## config.mk

```make
export PLATFORM = sky130hd
export DESIGN_NAME = ifetch
export DESIGN_NICKNAME = d
export VERILOG_FILES = /design/src/rtl/ifetch_pkg.sv /design/src/rtl/fetch_fifo.sv /design/src/rtl/ifetch.sv
export SDC_FILE = /design/constraint.sdc
export NUM_CORES = 1
export LEC_CHECK = 0
export CAP_MARGIN = 20
export CORE_UTILIZATION = 57
export DETAILED_ROUTE_END_ITERATION = 6
export PLACE_DENSITY = 0.95
export SETUP_SLACK_MARGIN = 0.3
export SYNTH_ARGS = -nofsm -noshare
export SYNTH_HDL_FRONTEND = slang
export SYNTH_HIERARCHICAL = 1
export SYNTH_SLANG_ARGS = --single-unit
```

## constraint.sdc

```tcl
create_clock -name clk -period 7.8 [get_ports clk]
set_input_delay 1.17 -clock clk [delete_from_list [all_inputs] [get_ports clk]]
set_output_delay 1.17 -clock clk [all_outputs]
set_load 0.05 [all_outputs]
```

## src/rtl/ifetch_pkg.sv

```systemverilog
// ifetch_pkg: shared types and constants for the instruction-fetch stage.
package ifetch_pkg;
    typedef struct packed {
        logic [31:0] pc;
        logic [31:0] instr;
    } fetch_entry_t;
    localparam int FETCH_BUF_DEPTH = 2;
    localparam int CNT_W = $clog2(FETCH_BUF_DEPTH + 1);
    localparam logic [31:0] PC_STEP = 32'd4;
endpackage

```

## src/rtl/fetch_fifo.sv

```systemverilog
// fetch_fifo: 2-entry shift FIFO of fetched {pc, instr} pairs; head reads 0 when empty.
module fetch_fifo
    import ifetch_pkg::*;
(
    input  logic               clk,
    input  logic               rst_n,
    input  logic               push,
    input  fetch_entry_t       din,
    input  logic               pop,
    input  logic               flush,
    output fetch_entry_t       head,
    output logic [CNT_W-1:0]   count
);
    fetch_entry_t e0, e1;
    logic [CNT_W-1:0] wr;
    always_comb begin
        wr = count - CNT_W'(pop);
        head = (count != '0) ? e0 : '0;
    end
    always_ff @(posedge clk) begin
        if (!rst_n || flush) begin
            count <= '0;
            e0 <= '0;
            e1 <= '0;
        end else begin
            if (pop) e0 <= e1;
            // Write slot is computed after the pop shift, so push overrides e0 when it lands there.
            if (push) begin
                if (wr[0]) e1 <= din;
                else e0 <= din;
            end
            count <= count + CNT_W'(push) - CNT_W'(pop);
        end
    end
endmodule

```

## src/rtl/ifetch.sv

```systemverilog
// ifetch: PC, credit-limited imem issue and 1-cycle response capture into a 2-entry buffer.
module ifetch
    import ifetch_pkg::*;
#(
    parameter logic [31:0] RESET_PC = 32'h0000_0000
) (
    input  logic        clk,
    input  logic        rst_n,
    input  logic        redirect_valid,
    input  logic [31:0] redirect_pc,
    output logic        imem_rEn,
    output logic [31:0] imem_rAddr,
    input  logic [31:0] imem_rData,
    output logic        if_valid,
    input  logic        if_ready,
    output logic [31:0] if_pc,
    output logic [31:0] if_instr
);
    logic [31:0] pc_q, inflight_pc_q;
    logic inflight_q, pop, push, issue;
    logic [CNT_W-1:0] count;
    logic [2:0] outstanding;
    fetch_entry_t head;
    always_comb begin
        if_valid = count != '0;
        pop = if_valid & if_ready;
        outstanding = 3'(count) + 3'(inflight_q) - 3'(pop);
        // Credit: buffered plus in-flight words never exceed the buffer depth.
        issue = rst_n & ~redirect_valid & (outstanding <= 3'(FETCH_BUF_DEPTH - 1));
        push = inflight_q & ~redirect_valid;
        imem_rEn = issue;
        imem_rAddr = pc_q;
        if_pc = head.pc;
        if_instr = head.instr;
    end
    fetch_fifo u_fifo (
        .clk   (clk),
        .rst_n (rst_n),
        .push  (push),
        .din   ('{pc: inflight_pc_q, instr: imem_rData}),
        .pop   (pop),
        .flush (redirect_valid),
        .head  (head),
        .count (count)
    );
    always_ff @(posedge clk) begin
        if (!rst_n) begin
            pc_q <= RESET_PC;
            inflight_q <= 1'b0;
            inflight_pc_q <= '0;
        end else if (redirect_valid) begin
            pc_q <= redirect_pc & ~32'h3;
            inflight_q <= 1'b0;
        end else begin
            inflight_q <= issue;
            if (issue) begin
                inflight_pc_q <= pc_q;
                pc_q <= pc_q + PC_STEP;
            end
        end
    end
endmodule

```

==> qor.txt <==
Mean Syn Cell Area = 9.42 µm²
via count = 7,767
EDFF count, synth = 0
max layer used = met4
CTS Sinks = 191
Final #Nets = 1,158
Synth area leader = dfxtp_1
Netlist cell types = 64
Routability Congestion = 0.870
Synth Area in Compound Gates = 13.7%
hold_ws = 0.471 ns
fin. max-slew vios = 0
adder-cell share of the synthesized area = 0.900%
CORE AREA = 0.0158 mm²
Hold Path Class = flip-flop to flip-flop
Clock Path Buffers = 2
Synth Flop Type = dfxtp_1
DR vias/cell = 5.92
status = finished, violations left
fillers = 1,129
Tightest Pin Transition = 0.956 ns
Hold Fails Final Rpt = 0
RSZ-0062 raised after global routing = no
cell row count = 46
post-CTS setup buffers = 0
Clock Latency Late Sink = 0.43 ns
Critical Path RT = 6.63 ns
DRT antenna net count = 0
pin count of the biggest net entering global routing = 85
DR iter-0 viols = 610
max_slew headroom = 36.0%
synth-to-layout area growth = 24.1%
post-DP HPWL = 14,400 µm
fmax = 166 MHz
Post-synth top cells = dfxtp_1 (191), mux2i_1 (128), nand2_1 (85)
total power per unit cell area = 196 mW/mm²
worst path arrival time = 4.87 ns
Post-Synthesis Cells = 974
critical path endpoint category = primary output
worst-path maximum fanout = 45
number of port buffers = 161
post-synthesis cell area = 0.00918 mm²
starting density of the core = 58.0%
largest family of logic cells by synthesized area = simple AND/OR/NAND/NOR gates
die height = 129 µm
main area contributors after synthesis = dfxtp_1 (42%), mux2i_1 (14%), and3b_1 (6.2%), nor2b_1 (4.6%), a211oi_1 (3.8%)
clk slew on worst S/H paths = 0.06 ns
startpoint types = input pin
FF+latch count, synth = 191
drc violations = 5
# IOs = 166
min Tclk post-route = 6.04 ns
cts hold-fix bufs = 0
TNS Setup = 0 ns
total CTS buffers = 17
multiplexer area fraction after synthesis = 14.0%
initial antenna violation count = 0
total die area = 0.0166 mm²
worst slack, placed = 1.85 ns
post-synthesis simple-gate area fraction = 23.4%
root buffer cell = clkbuf_16
routed len/inst = 17.5 µm
setup ws final = 1.76 ns
failing checks = design-rule violations
wire length of the first global-routing pass = 37,300 µm
CTS tree = done
aggregate global-route resource usage = 28.1%
number of diodes = 0
post-synthesis sequential area ratio = 41.7%
# Max-Cap Violations = 0
xor/xnor share of the synthesized area = 0.613%
Async S/R FF share, synth = 0%
leakage = 3.74 nW
First-pass DRT Iterations = 7
Peak supply drop = 170 µV
wire length on met1 = 9990 µm
YS warnings = 6
Crit Path Class = input pin to primary output
Final period util = 77.4%
count leader, synth = dfxtp_1
GRT overflow = 0
WL final = 22,900 µm
metal3 WL = 1620 µm
Setup violations, final = 0
vias in the first global route = 7,527
Core Util, Final = 72.0%
post-CTS sizing = 0
fraction of layout cells with a size suffix above 1 = 6.93%
Synth top area share = 41.7%
Layout Skew = 0.0103 ns
Die W = 129 µm
H-tree levels = 4
WL met2 = 11,000 µm
## cell families (layout without fill, tap and decap cells)
kind of cell               count (synthesis)  count (layout)
AOI/OAI and AO/OA                        165             165
muxes                                    128             128
adders and majority gates                  6               6
buffers and inverters                     98             215
other                                      1               6
and+or+nand+nor                          381             381
DFF                                      191             191
xor gates and xnor gates                   4               4
## cell usage in the layout (no fill, tap or decap), types with 3 or more instances in the layout
cell type,n
o211ai_1,11
a211oi_1,47
mux2i_1,128
o31ai_1,4
or4_1,12
and4_1,3
a21oi_1,38
inv_1,9
o21ai_0,4
o311a_1,4
bufinv_16,5
and3b_1,65
ha_1,3
and2_1,9
clkdlybuf4s50_1,161
a31oi_1,13
nor2_1,75
and3_1,4
conb_1,6
nand2_1,85
nor3_1,3
buf_4,10
clkinv_2,3
a211oi_2,19
nor4_1,7
dfxtp_1,191
nor2b_1,66
or3_1,8
nand3_1,21
o311ai_0,8
clkbuf_16,17
clkinvlp_4,3
nand4_1,9
## power breakdown
group	total, mW	switching, mW	internal [mW]
sequential	1.03	0.0317	1.00
clock	0.939	0.356	0.582
combinational	0.256	0.156	0.100
total	2.23	0.544	1.68
## metal layers
metal | global-route usage, % | vias up
li1 | - | 3715
met1 | 36.3 | 3687
met2 | 47.0 | 341
met3 | 5.41 | 24
met4 | 9.48 | 0
met5 | 0 | -
## worst max-delay path, stage by stage
cell and delay [ns]:
clkdlybuf4s50_1 0.46, and2_4 0.17, ha_1 0.29, inv_1 0.06, ha_1 0.14, inv_1 0.05
fa_1 0.61, and3b_1 0.27, nand2_1 0.10, inv_2 0.60, clkdlybuf4s50_1 0.94
## metrics by stage
stage | std cells | total power [mW] | area (µm²)
after global routing | 1312 | 2.30 | 11400
after global placement | 1279 | 1.30 | 10700
final | 1312 | 2.23 | 11400
after floorplan | 979 | 1.21 | 9200
after CTS | 1310 | 2.24 | 11400
after detailed placement | 1279 | 1.30 | 10700
## cell type report
| class | instances | area, µm² | area share, % |
|---|---|---|---|
| well taps | 216 | 270 | 2.37 |
| repair buffers | 173 | 1720 | 15.1 |
| clock inverters | 11 | 188 | 1.65 |
| multi-input cells | 690 | 4890 | 42.9 |
| flip-flops and latches | 191 | 3820 | 33.6 |
| clock buffers | 20 | 457 | 4.01 |
| inverters | 11 | 41.3 | 0.363 |
## sequential cells by signal (all words and copies together) (netlist names)
signal	flops
inflight_pc_q	30
inflight_q	1
imem_rAddr	30
u_fifo/e1	64
u_fifo/count	2
u_fifo/e0	64
## final timing paths
kind / from / end / slack, ns / depth (start not counted)
max: if_ready / imem_rEn / 1.76 / 11
min: inflight_pc_q[9] / inflight_pc_q[9] / 0.47 / 2
max reg2reg: u_fifo/count[1] / u_fifo/e1[24] / 3.66 / 11
min reg2reg: inflight_pc_q[9] / inflight_pc_q[9] / 0.47 / 2
Note: power is estimated with default switching activity, not from simulation.
